## config.mk

```make
export PLATFORM = sky130hd
export DESIGN_NAME = tau_mac_sched
export DESIGN_NICKNAME = d
export VERILOG_FILES = /design/src/rtl/tau_mac_pkg.sv /design/src/rtl/tau_rr_arbiter.sv /design/src/rtl/tau_mac_sched.sv
export SDC_FILE = /design/constraint.sdc
export NUM_CORES = 1
export LEC_CHECK = 0
export ABC_AREA = 1
export CAP_MARGIN = 10
export CORE_MARGIN = 4
export CORE_UTILIZATION = 43
export CTS_CLUSTER_DIAMETER = 50
export DETAILED_ROUTE_END_ITERATION = 7
export PLACE_DENSITY = 0.75
export SLEW_MARGIN = 20
export SYNTH_ARGS = -nofsm -noshare
export SYNTH_HDL_FRONTEND = slang
export SYNTH_SLANG_ARGS = --single-unit
```

## constraint.sdc

```tcl
create_clock -name clk -period 2.78 [get_ports clk]
set_input_delay 0.834 -clock clk [delete_from_list [all_inputs] [get_ports clk]]
set_output_delay 0.834 -clock clk [all_outputs]
set_load 0.01 [all_outputs]
```

## src/rtl/tau_mac_pkg.sv

```systemverilog
// Shared types for the tau_mac round-robin scheduler.
// Scheduler states and default operand/accumulator widths.
package tau_mac_pkg;

  localparam int BITWIDTH_DEF  = 8;
  localparam int OUT_WIDTH_DEF = 2 * BITWIDTH_DEF;

  typedef enum logic [2:0] {
    IDLE  = 3'd0,
    ISSUE = 3'd1,
    WAIT  = 3'd2,
    RESP  = 3'd3,
    DRAIN = 3'd4
  } sched_state_e;

endpackage

```

## src/rtl/tau_rr_arbiter.sv

```systemverilog
// Round-robin pick: first set request after last_i, with wrap.
// Produces a one-hot grant, its index and an any-request flag.
module tau_rr_arbiter #(
  parameter int NUM_REQ = 4,
  parameter int ID_W    = 2
) (
  input  logic [NUM_REQ-1:0] req_i,
  input  logic [ID_W-1:0]    last_i,
  output logic [NUM_REQ-1:0] gnt_o,
  output logic [ID_W-1:0]    id_o,
  output logic               any_o
);

  // Scan NUM_REQ slots starting just past the previous winner
  always_comb begin
    logic            found;
    logic [ID_W-1:0] idx;
    found = 1'b0;
    idx   = '0;
    gnt_o = '0;
    id_o  = '0;
    for (int k = 1; k <= NUM_REQ; k++) begin
      idx = ID_W'((int'(last_i) + k) % NUM_REQ);
      if (!found && req_i[idx]) begin
        found      = 1'b1;
        gnt_o[idx] = 1'b1;
        id_o       = idx;
      end
    end
    any_o = found;
  end

endmodule

```

## src/rtl/tau_mac_sched.sv

```systemverilog
// Round-robin scheduler sharing one tau_mac among NUM_REQ requesters.
// Optional WAIT watchdog and DRAIN state: TAU_MAC_SCHED_TIMEOUT_EN.
module tau_mac_sched
  import tau_mac_pkg::*;
#(
  parameter int NUM_REQ        = 4,
  parameter int BITWIDTH       = BITWIDTH_DEF,
  parameter int OUT_WIDTH      = 2 * BITWIDTH,
  parameter int ID_W           = $clog2(NUM_REQ),
  parameter int TIMEOUT_CYCLES = 256
) (
  input  logic                         clk,
  input  logic                         reset,
  input  logic [NUM_REQ-1:0]           req_valid,
  input  logic [NUM_REQ*BITWIDTH-1:0]  req_a,
  input  logic [NUM_REQ*BITWIDTH-1:0]  req_b,
  output logic [NUM_REQ-1:0]           req_ready,
  output logic                         rsp_valid,
  input  logic                         rsp_ready,
  output logic [ID_W-1:0]              rsp_id,
  output logic [OUT_WIDTH-1:0]         rsp_data,
  output logic                         rsp_err,
  output logic                         mac_start,
  output logic [BITWIDTH-1:0]          mac_a,
  output logic [BITWIDTH-1:0]          mac_b,
  input  logic                         mac_valid,
  input  logic [OUT_WIDTH-1:0]         mac,
  output logic                         busy
);

  sched_state_e         state_q, state_d;
  logic [ID_W-1:0]      last_q, id_q, rsp_id_q;
  logic [BITWIDTH-1:0]  a_q, b_q, a_sel, b_sel;
  logic [OUT_WIDTH-1:0] base_q, rsp_data_q;
  logic                 seen_low_q, rsp_err_q;
  logic [NUM_REQ-1:0]   gnt;
  logic [ID_W-1:0]      gnt_id;
  logic                 gnt_any, hs, done, tmo;

  tau_rr_arbiter #(.NUM_REQ(NUM_REQ), .ID_W(ID_W)) u_arb (
    .req_i  (req_valid),
    .last_i (last_q),
    .gnt_o  (gnt),
    .id_o   (gnt_id),
    .any_o  (gnt_any)
  );

  // Accept only in IDLE; held low while reset is asserted
  assign req_ready = (state_q == IDLE && !reset && gnt_any) ? gnt : '0;
  assign hs        = |(req_valid & req_ready);
  // A level still high from the previous job must fall first
  assign done      = mac_valid & seen_low_q;

  // One-hot operand mux for the granted requester
  always_comb begin
    a_sel = '0;
    b_sel = '0;
    for (int i = 0; i < NUM_REQ; i++) begin
      if (gnt[i]) begin
        a_sel = a_sel | req_a[i*BITWIDTH +: BITWIDTH];
        b_sel = b_sel | req_b[i*BITWIDTH +: BITWIDTH];
      end
    end
  end

`ifdef TAU_MAC_SCHED_TIMEOUT_EN
  localparam int CW = $clog2(TIMEOUT_CYCLES + 1);
  logic [CW-1:0] cnt_q;

  assign tmo = (state_q == WAIT) && !done &&
               (cnt_q == CW'(TIMEOUT_CYCLES - 1));

  // Watchdog: cleared in ISSUE, counts every WAIT cycle
  always_ff @(posedge clk or posedge reset) begin
    if (reset)                 cnt_q <= '0;
    else if (state_q == ISSUE) cnt_q <= '0;
    else if (state_q == WAIT)  cnt_q <= cnt_q + 1'b1;
  end
`else
  assign tmo = 1'b0;
`endif

  // Next-state logic
  always_comb begin
    state_d = state_q;
    unique case (state_q)
      IDLE:  if (hs) state_d = ISSUE;
      ISSUE: state_d = WAIT;
      WAIT:  if (done || tmo) state_d = RESP;
`ifdef TAU_MAC_SCHED_TIMEOUT_EN
      RESP:  if (rsp_ready) state_d = rsp_err_q ? DRAIN : IDLE;
      DRAIN: if (done) state_d = IDLE;
`else
      RESP:  if (rsp_ready) state_d = IDLE;
`endif
      default: state_d = IDLE;
    endcase
  end

  // State, job capture, low-seen tracking and result registers
  always_ff @(posedge clk or posedge reset) begin
    if (reset) begin
      state_q    <= IDLE;
      last_q     <= ID_W'(NUM_REQ - 1);
      id_q       <= '0;
      a_q        <= '0;
      b_q        <= '0;
      base_q     <= '0;
      seen_low_q <= 1'b0;
      rsp_data_q <= '0;
      rsp_id_q   <= '0;
      rsp_err_q  <= 1'b0;
    end else begin
      state_q <= state_d;
      unique case (state_q)
        IDLE: if (hs) begin
          a_q        <= a_sel;
          b_q        <= b_sel;
          id_q       <= gnt_id;
          base_q     <= mac;
          seen_low_q <= 1'b0;
        end
        WAIT: begin
          if (!mac_valid) seen_low_q <= 1'b1;
          if (done) begin
            rsp_data_q <= mac - base_q;
            rsp_id_q   <= id_q;
            rsp_err_q  <= 1'b0;
          end else if (tmo) begin
            rsp_data_q <= '0;
            rsp_id_q   <= id_q;
            rsp_err_q  <= 1'b1;
          end
        end
        RESP:  if (rsp_ready) last_q <= id_q;
        DRAIN: if (!mac_valid) seen_low_q <= 1'b1;
        default: ;
      endcase
    end
  end

  assign mac_start = (state_q == ISSUE);
  assign mac_a     = a_q;
  assign mac_b     = b_q;
  assign rsp_valid = (state_q == RESP);
  assign rsp_id    = rsp_id_q;
  assign rsp_data  = rsp_data_q;
  assign rsp_err   = rsp_err_q;
  assign busy      = (state_q != IDLE);

endmodule

```

==> impl_metrics.yaml, run 1 <==
sta:
  unrepaired_setup_endpoints_after_global_routing: "yes"
  post-route-period-util_pct: 107
  report.final.slew_viol_count: 0
  setup-violations-final: 4
  timing.setup.tns_ns: -0.765
  max_slew.worst_pin.slew_ns: 0.567
  finalClockSkew_ns: 0.0130
  slew_headroom_pct: 62.1
  hold_viol_final: 0
  finalCriticalPeriod_ns: 2.99
  finalWorstSetupSlack_ns: -0.207
  maxClockFrequency_mhz: 335
placement:
  dp_hpwl_mm: 8.99
  post-place-cells: 795
  portBuffers: 128
  place_congestion: 0.859
  dpl-instance-area_um2: 5760
detailed_routing:
  drt_pre_antenna_iters: 4
  final_antenna_net_count: 0
  detail_route.wl_per_cell_um: 15.0
  postRouteWirelength_mm: 12.5
  drc: 0
  post_drt_via_cell_ratio: 5.13
  total_via_count_after_detailed_routing: 4281
  initialDrtViolationCount: 199
min_path:
  min_path_type: "flip-flop to flip-flop"
  timing.hold.worst_endpoint: "rsp_data[9]$_DFFE_PP0P_"
  worst_hold_path_cells: 2
  hold_start: "rsp_data[9]$_DFFE_PP0P_"
logic_synthesis:
  synth_async_sr_flop_share_pct: 100
  synthesis.nets: 636
  synth_enable_flop_cells: 0
  netlist-cell-type-count: 43
  synth_flop_cell: "dfrtp_1"
  synth.yosys.seq_area_share_pct: 35.5
  synth_cells: 520
  synth-seq-cells: 57
  postSynthAreaPerCell_um2: 7.73
  synth.yosys.warnings: 0
  syn_area_um2: 4020
grt:
  pin_count_of_the_biggest_net_entering_global_routing: 37
  grt_antenna_before_repair: 0
  total_routing_usage_gr_pct: 22.0
  grt_pass1_wl_mm: 19.9
  first_global_vias: 4240
  overflow: 0
critical_path:
  worst_ep_arrival_time_ns: 2.15
  worstPathMaxFanout: 5
  rr_endpoint: "mac_a[0]$_DFFE_PP0P_"
  timing.reg2reg.worst_path_depth: 17
  required_time_of_the_critical_path_ns: 1.95
  crit_type: "flip-flop to primary output"
  timing.reg2reg.setup_slack_ns: 0.05
  crit_path_end_kind: "primary output"
  reg2reg_from: "last_q[0]$_DFFE_PP1P_"
  kind_of_launch_point_of_the_worst_setup_path: "flip-flop"
clock_network:
  clock_insertion_delay_worst_skew_ns: 0.34
  tritoncts_clock_tree: "done"
  htree_levels: 3
  cts_hold_buf: 0
  numCtsBuffers: 9
  ctsRootBufferMaster: "clkbuf_8"
  cts.clk_slew.worst_paths_ns: 0.07
  cts_max_path_buffers: 2
  clock_sink_count: 57
outcome:
  violations: "negative setup slack"
  run_status: "finished, violations left"
pwr:
  pwr-share-comb_pct: 70.7
  power_leakage_nw: 3.11
  clock_power_share_pct: 10.4
  intPower_mw: 4.32
  irDropWorstVdd_mv: 0.607
  share_seq_of_total_power_pct: 18.9
  power.density_cell_area_nw_per_um2: 1200
  power.switching_mw: 3.38
  total_power_mw: 7.70
  switching_share_pct: 43.9
finish:
  synthToLayoutAreaGrowth_pct: 59.3
  stdcell_area_um2: 6410
  layoutNonFillerInstCount: 835
  nets: 835
  postLayoutCoreUtil_pct: 70.0
  antenna_cells: 0
  layout_commonest_cell: "nand2_1"
  highest_count_cells_in_the_layout_ignoring_fill_and_taps: "158 x nand2_1, 119 x clkdlybuf4s50_1, 55 x dfrtp_1"
  fill_cells: 720
  final_layout_size_suffix_gt1_share_pct: 25.1
job:
  max-cap-violations: 0
floorplan:
  placementRows: 35
  boundaryPins: 130
  chipWidth_um: 105
  initial_core_util_pct: 43.9
  core_area_um2: 9150
  chipHeight_um: 105
  die_area_um2: 11000
per-layer routing:
layer / global-route usage, % / routed length, um
met1: 26.6 / 5100
met2: 39.6 / 6420
met3: 3.95 / 631
met4: 7.40 / 374
met5: 0 / 0
repair_timing:
item	4_1_cts	5_1_grt
pin swaps	13	11
gates cloned	0	6
setup endpoints to repair	42	46
setup buffers	7	12
resized for setup	47	36
final cells by class:
class | instances | area, um2 | share of cell area (%)
inverters | 56 | 220 | 3.44
multi-input cells | 391 | 2390 | 37.4
flip-flops and latches | 57 | 1430 | 22.3
clock buffers | 10 | 138 | 2.15
clock inverters | 6 | 67.6 | 1.05
well taps | 111 | 139 | 2.17
repair buffers | 204 | 2020 | 31.5
how the worst max path moves through the flow:
stage                         endpoint  slack [ns]             startpoint  cells after the start
after CTS                 req_ready[3]       -0.15  last_q[0]$_DFFE_PP1P_                     12
after detailed placement  req_ready[1]       -0.90           req_valid[3]                     12
after floorplan           req_ready[0]      0.0007  last_q[0]$_DFFE_PP1P_                     12
after global routing      req_ready[1]       -0.33  last_q[0]$_DFFE_PP1P_                     13
final                     req_ready[2]       -0.21  last_q[0]$_DFFE_PP1P_                     11
after global placement    req_ready[3]       -0.76           req_valid[1]                     12
state kept, by name, summed over array words and instances (netlist names):
name,flops
base_q,16
rsp_data,16
mac_a,8
mac_b,8
id_q,2
last_q,2
rsp_id,2
state_q,2
seen_low_q,1
cell usage after synthesis, drive strengths merged (2+ instances only):
| library cell | number | area [um2] |
|---|---|---|
| nand4 | 4 | 25.0 |
| clkbuf | 4 | 15.0 |
| nand3 | 46 | 273 |
| nand2 | 186 | 826 |
| nor2 | 13 | 66.3 |
| inv | 56 | 218 |
| o21ai | 54 | 312 |
| dfstp | 2 | 52.6 |
| dfrtp | 55 | 1380 |
| or2 | 3 | 18.8 |
| a31oi | 2 | 12.5 |
| buf | 12 | 105 |
| a21boi | 5 | 41.3 |
| xnor2 | 5 | 43.8 |
| nor3 | 4 | 20.0 |
| a21oi | 28 | 151 |
| ha | 27 | 338 |
| xor2 | 4 | 35.0 |
power groups by stage:
stage                     Clock (mW)  Combinational (mW)  Sequential (mW)
final                          0.800                5.44             1.45
after global routing           0.861                5.98             1.50
after CTS                      0.816                4.88             1.45
after detailed placement           0                4.64             1.46
after global placement             0                4.51             1.45
after floorplan                    0                2.84             1.55
cell families after synthesis:
kind of cell             count (synthesis)  share of synthesized area (%)
adder cells (fa/ha/maj)                 28                           8.90
AND/OR/NAND/NOR                        258                           31.1
buffers and inverters                   72                           8.40
other                                    1                         0.0933
flip-flops                              57                           35.5
XOR/XNOR                                 9                           1.96
AO/OA/AOI/OAI                           95                           14.0
per-stage QoR:
stage	hold slack [ns]	setup WS (ns)
2_1_floorplan	0.441	0.000665
3_3_place_gp	0.458	-0.755
3_5_place_dp	0.470	-0.896
4_1_cts	0.489	-0.153
5_1_grt	0.499	-0.327
6_report	0.484	-0.207
worst max-delay path, stage by stage, from the launching register on:
cell,delay (ns)
dfstp_2,0.60
inv_8,0.04
ha_4,0.29
nand3_4,0.11
nand2_4,0.11
nor2_4,0.05
buf_4,0.12
a21oi_2,0.13
nand3_2,0.12
nand2_1,0.08
inv_1,0.03
buf_2,0.13
(Power assumes the default switching activity.)
==> run 2: changes to the inputs <==
Settings changed: GPL_ROUTABILITY_DRIVEN from default to 0.
==> impl_metrics.yaml, run 2 (synthesis results as in run 1) <==
pwr:
  irDropWorstVdd_mv: 0.565
  power.density_cell_area_nw_per_um2: 1200
  power_leakage_nw: 3.04
critical_path:
  rr_endpoint: "mac_b[1]$_DFFE_PP0P_"
  max_stage_delay_ns: 0.32
  reg2reg_from: "last_q[0]$_DFFE_PP1P_"
  crit_path_end: "req_ready[2]"
  kind_of_launch_point_of_the_worst_setup_path: "input pin"
  timing.critical_path.max_delay_family: "buffers and inverters"
  worst_ep_arrival_time_ns: 2.18
  worst_path_most_repeated_cell: "nand2_4"
  path_buf_inv: 4
  critical_path.cell_chain: "dlygate4sd2_1, nand2_4, nand2_4, nand2_4, nand2_4, nor2_4, buf_6, a21oi_2, nand3_2, nand2_1, inv_1, buf_2"
  worst_setup_path_startpoint: "req_valid[1]"
  required_time_of_the_critical_path_ns: 1.95
  timing.reg2reg.setup_slack_ns: 0.06
  worstPathMaxFanout: 4
  crit_type: "input pin to primary output"
  crit_path_end_kind: "primary output"
  worstSetupPathDepth: 12
  timing.reg2reg.worst_path_depth: 18
  timing.critical_path.slowest_stage_cell: "dlygate4sd2_1"
floorplan:
  chipHeight_um: 105
  core_area_um2: 9150
  chipWidth_um: 105
  die_area_um2: 11000
  placementRows: 35
  boundaryPins: 130
  initial_core_util_pct: 43.9
grt:
  total_routing_usage_gr_pct: 21.6
  first_global_vias: 4233
  grt_pass1_wl_mm: 19.6
  overflow: 0
  pin_count_of_the_biggest_net_entering_global_routing: 37
  grt_antenna_before_repair: 0
detailed_routing:
  drt_pre_antenna_iters: 4
  total_via_count_after_detailed_routing: 4232
  detail_route.wl_per_cell_um: 14.8
  final_antenna_net_count: 0
  initialDrtViolationCount: 233
  post_drt_via_cell_ratio: 5.12
  drc: 0
  postRouteWirelength_mm: 12.2
outcome:
  run_status: "finished, violations left"
  violations: "negative setup slack"
finish:
  postLayoutCoreUtil_pct: 68.2
  highest_count_cells_in_the_layout_ignoring_fill_and_taps: "162 x nand2_1, 119 x clkdlybuf4s50_1, 55 x dfrtp_1"
  synthToLayoutAreaGrowth_pct: 55.1
  antenna_cells: 0
  layout_commonest_cell: "nand2_1"
  final_layout_size_suffix_gt1_share_pct: 22.9
  layoutNonFillerInstCount: 826
  nets: 827
sta:
  report.final.slew_viol_count: 0
  finalCriticalPeriod_ns: 3.02
  finalWorstSetupSlack_ns: -0.236
  hold_viol_final: 0
  finalClockSkew_ns: 0.00718
  unrepaired_setup_endpoints_after_global_routing: "yes"
  timing.setup.tns_ns: -0.855
  max_slew.worst_pin.slew_ns: 0.509
  setup-violations-final: 4
  slew_headroom_pct: 66.0
  post-route-period-util_pct: 109
  maxClockFrequency_mhz: 332
clock_network:
  clock_insertion_delay_worst_skew_ns: 0.33
  tritoncts_clock_tree: "done"
  htree_levels: 3
  cts.clk_slew.worst_paths_ns: 0.06
  numCtsBuffers: 9
  clock_sink_count: 57
  ctsRootBufferMaster: "clkbuf_8"
  cts_max_path_buffers: 2
placement:
  post-place-cells: 790
  portBuffers: 128
  dp_hpwl_mm: 8.84
  dp_worst_setup_slack_ns: -0.856
job:
  max-cap-violations: 0
min_path:
  min_path_type: "flip-flop to flip-flop"
-- run 2: power breakdown --
group          switching [mW]  leakage (nW)  internal [mW]
clock                   0.320         0.102          0.455
combinational            2.75          2.22           2.50
sequential              0.231         0.710           1.23
total                    3.30          3.04           4.19
-- run 2: worst min path at each step --
stage / start / to / slack, ns / cells past startpoint
floorplan: seen_low_q$_DFFE_PP0P_ / seen_low_q$_DFFE_PP0P_ / 0.44 / 2
global placement: seen_low_q$_DFFE_PP0P_ / seen_low_q$_DFFE_PP0P_ / 0.46 / 2
detailed placement: seen_low_q$_DFFE_PP0P_ / seen_low_q$_DFFE_PP0P_ / 0.47 / 2
CTS: seen_low_q$_DFFE_PP0P_ / seen_low_q$_DFFE_PP0P_ / 0.49 / 2
global route: rsp_data[13]$_DFFE_PP0P_ / rsp_data[13]$_DFFE_PP0P_ / 0.51 / 2
finish: rsp_data[11]$_DFFE_PP0P_ / rsp_data[11]$_DFFE_PP0P_ / 0.48 / 2
-- run 2: per-stage QoR --
step / power [mW] / hold WS [ns] / area, um2
floorplan: 4.39 / 0.441 / 4050
global placement: 5.89 / 0.460 / 5720
detailed placement: 6.03 / 0.468 / 5720
CTS: 7.09 / 0.486 / 6040
global route: 8.09 / 0.509 / 6240
finish: 7.49 / 0.483 / 6240
-- run 2: timing repair --
| item | CTS | global route |
|---|---|---|
| endpoints found under the setup margin | 42 | 43 |
| endpoints found under the hold margin | 0 | 0 |
| resized for setup | 40 | 24 |
| hold buffers | 0 | 0 |
| cloned | 0 | 4 |
| setup buffers | 10 | 8 |
| pin swaps | 14 | 12 |
-- run 2: area by class of cell --
| class | instances | area [um2] |
|---|---|---|
| fill | 741 | 2910 |
| multi-input combinational | 391 | 2360 |
| timing repair buffer | 196 | 1890 |
| sequential | 57 | 1430 |
| inverter | 56 | 224 |
| clock buffer | 12 | 155 |
| tap | 111 | 139 |
| clock inverter | 3 | 40.0 |
-- run 2: layer usage --
| metal | global-route usage, % | part of all wire [%] | vias up |
|---|---|---|---|
| met1 | 26.1 | 41 | 2009 |
| met2 | 38.1 | 51 | 131 |
| met5 | 0 | 0 | - |
| met3 | 3.77 | 5.0 | 26 |
| li1 | - | - | 2066 |
| met4 | 8.43 | 2.2 | 0 |
-- run 2: tightest hold or removal path, stage by stage, from the launching register on --
cell and delay, ns:
dfrtp_1 0.34, nand2_1 0.06, nand2_1 0.05
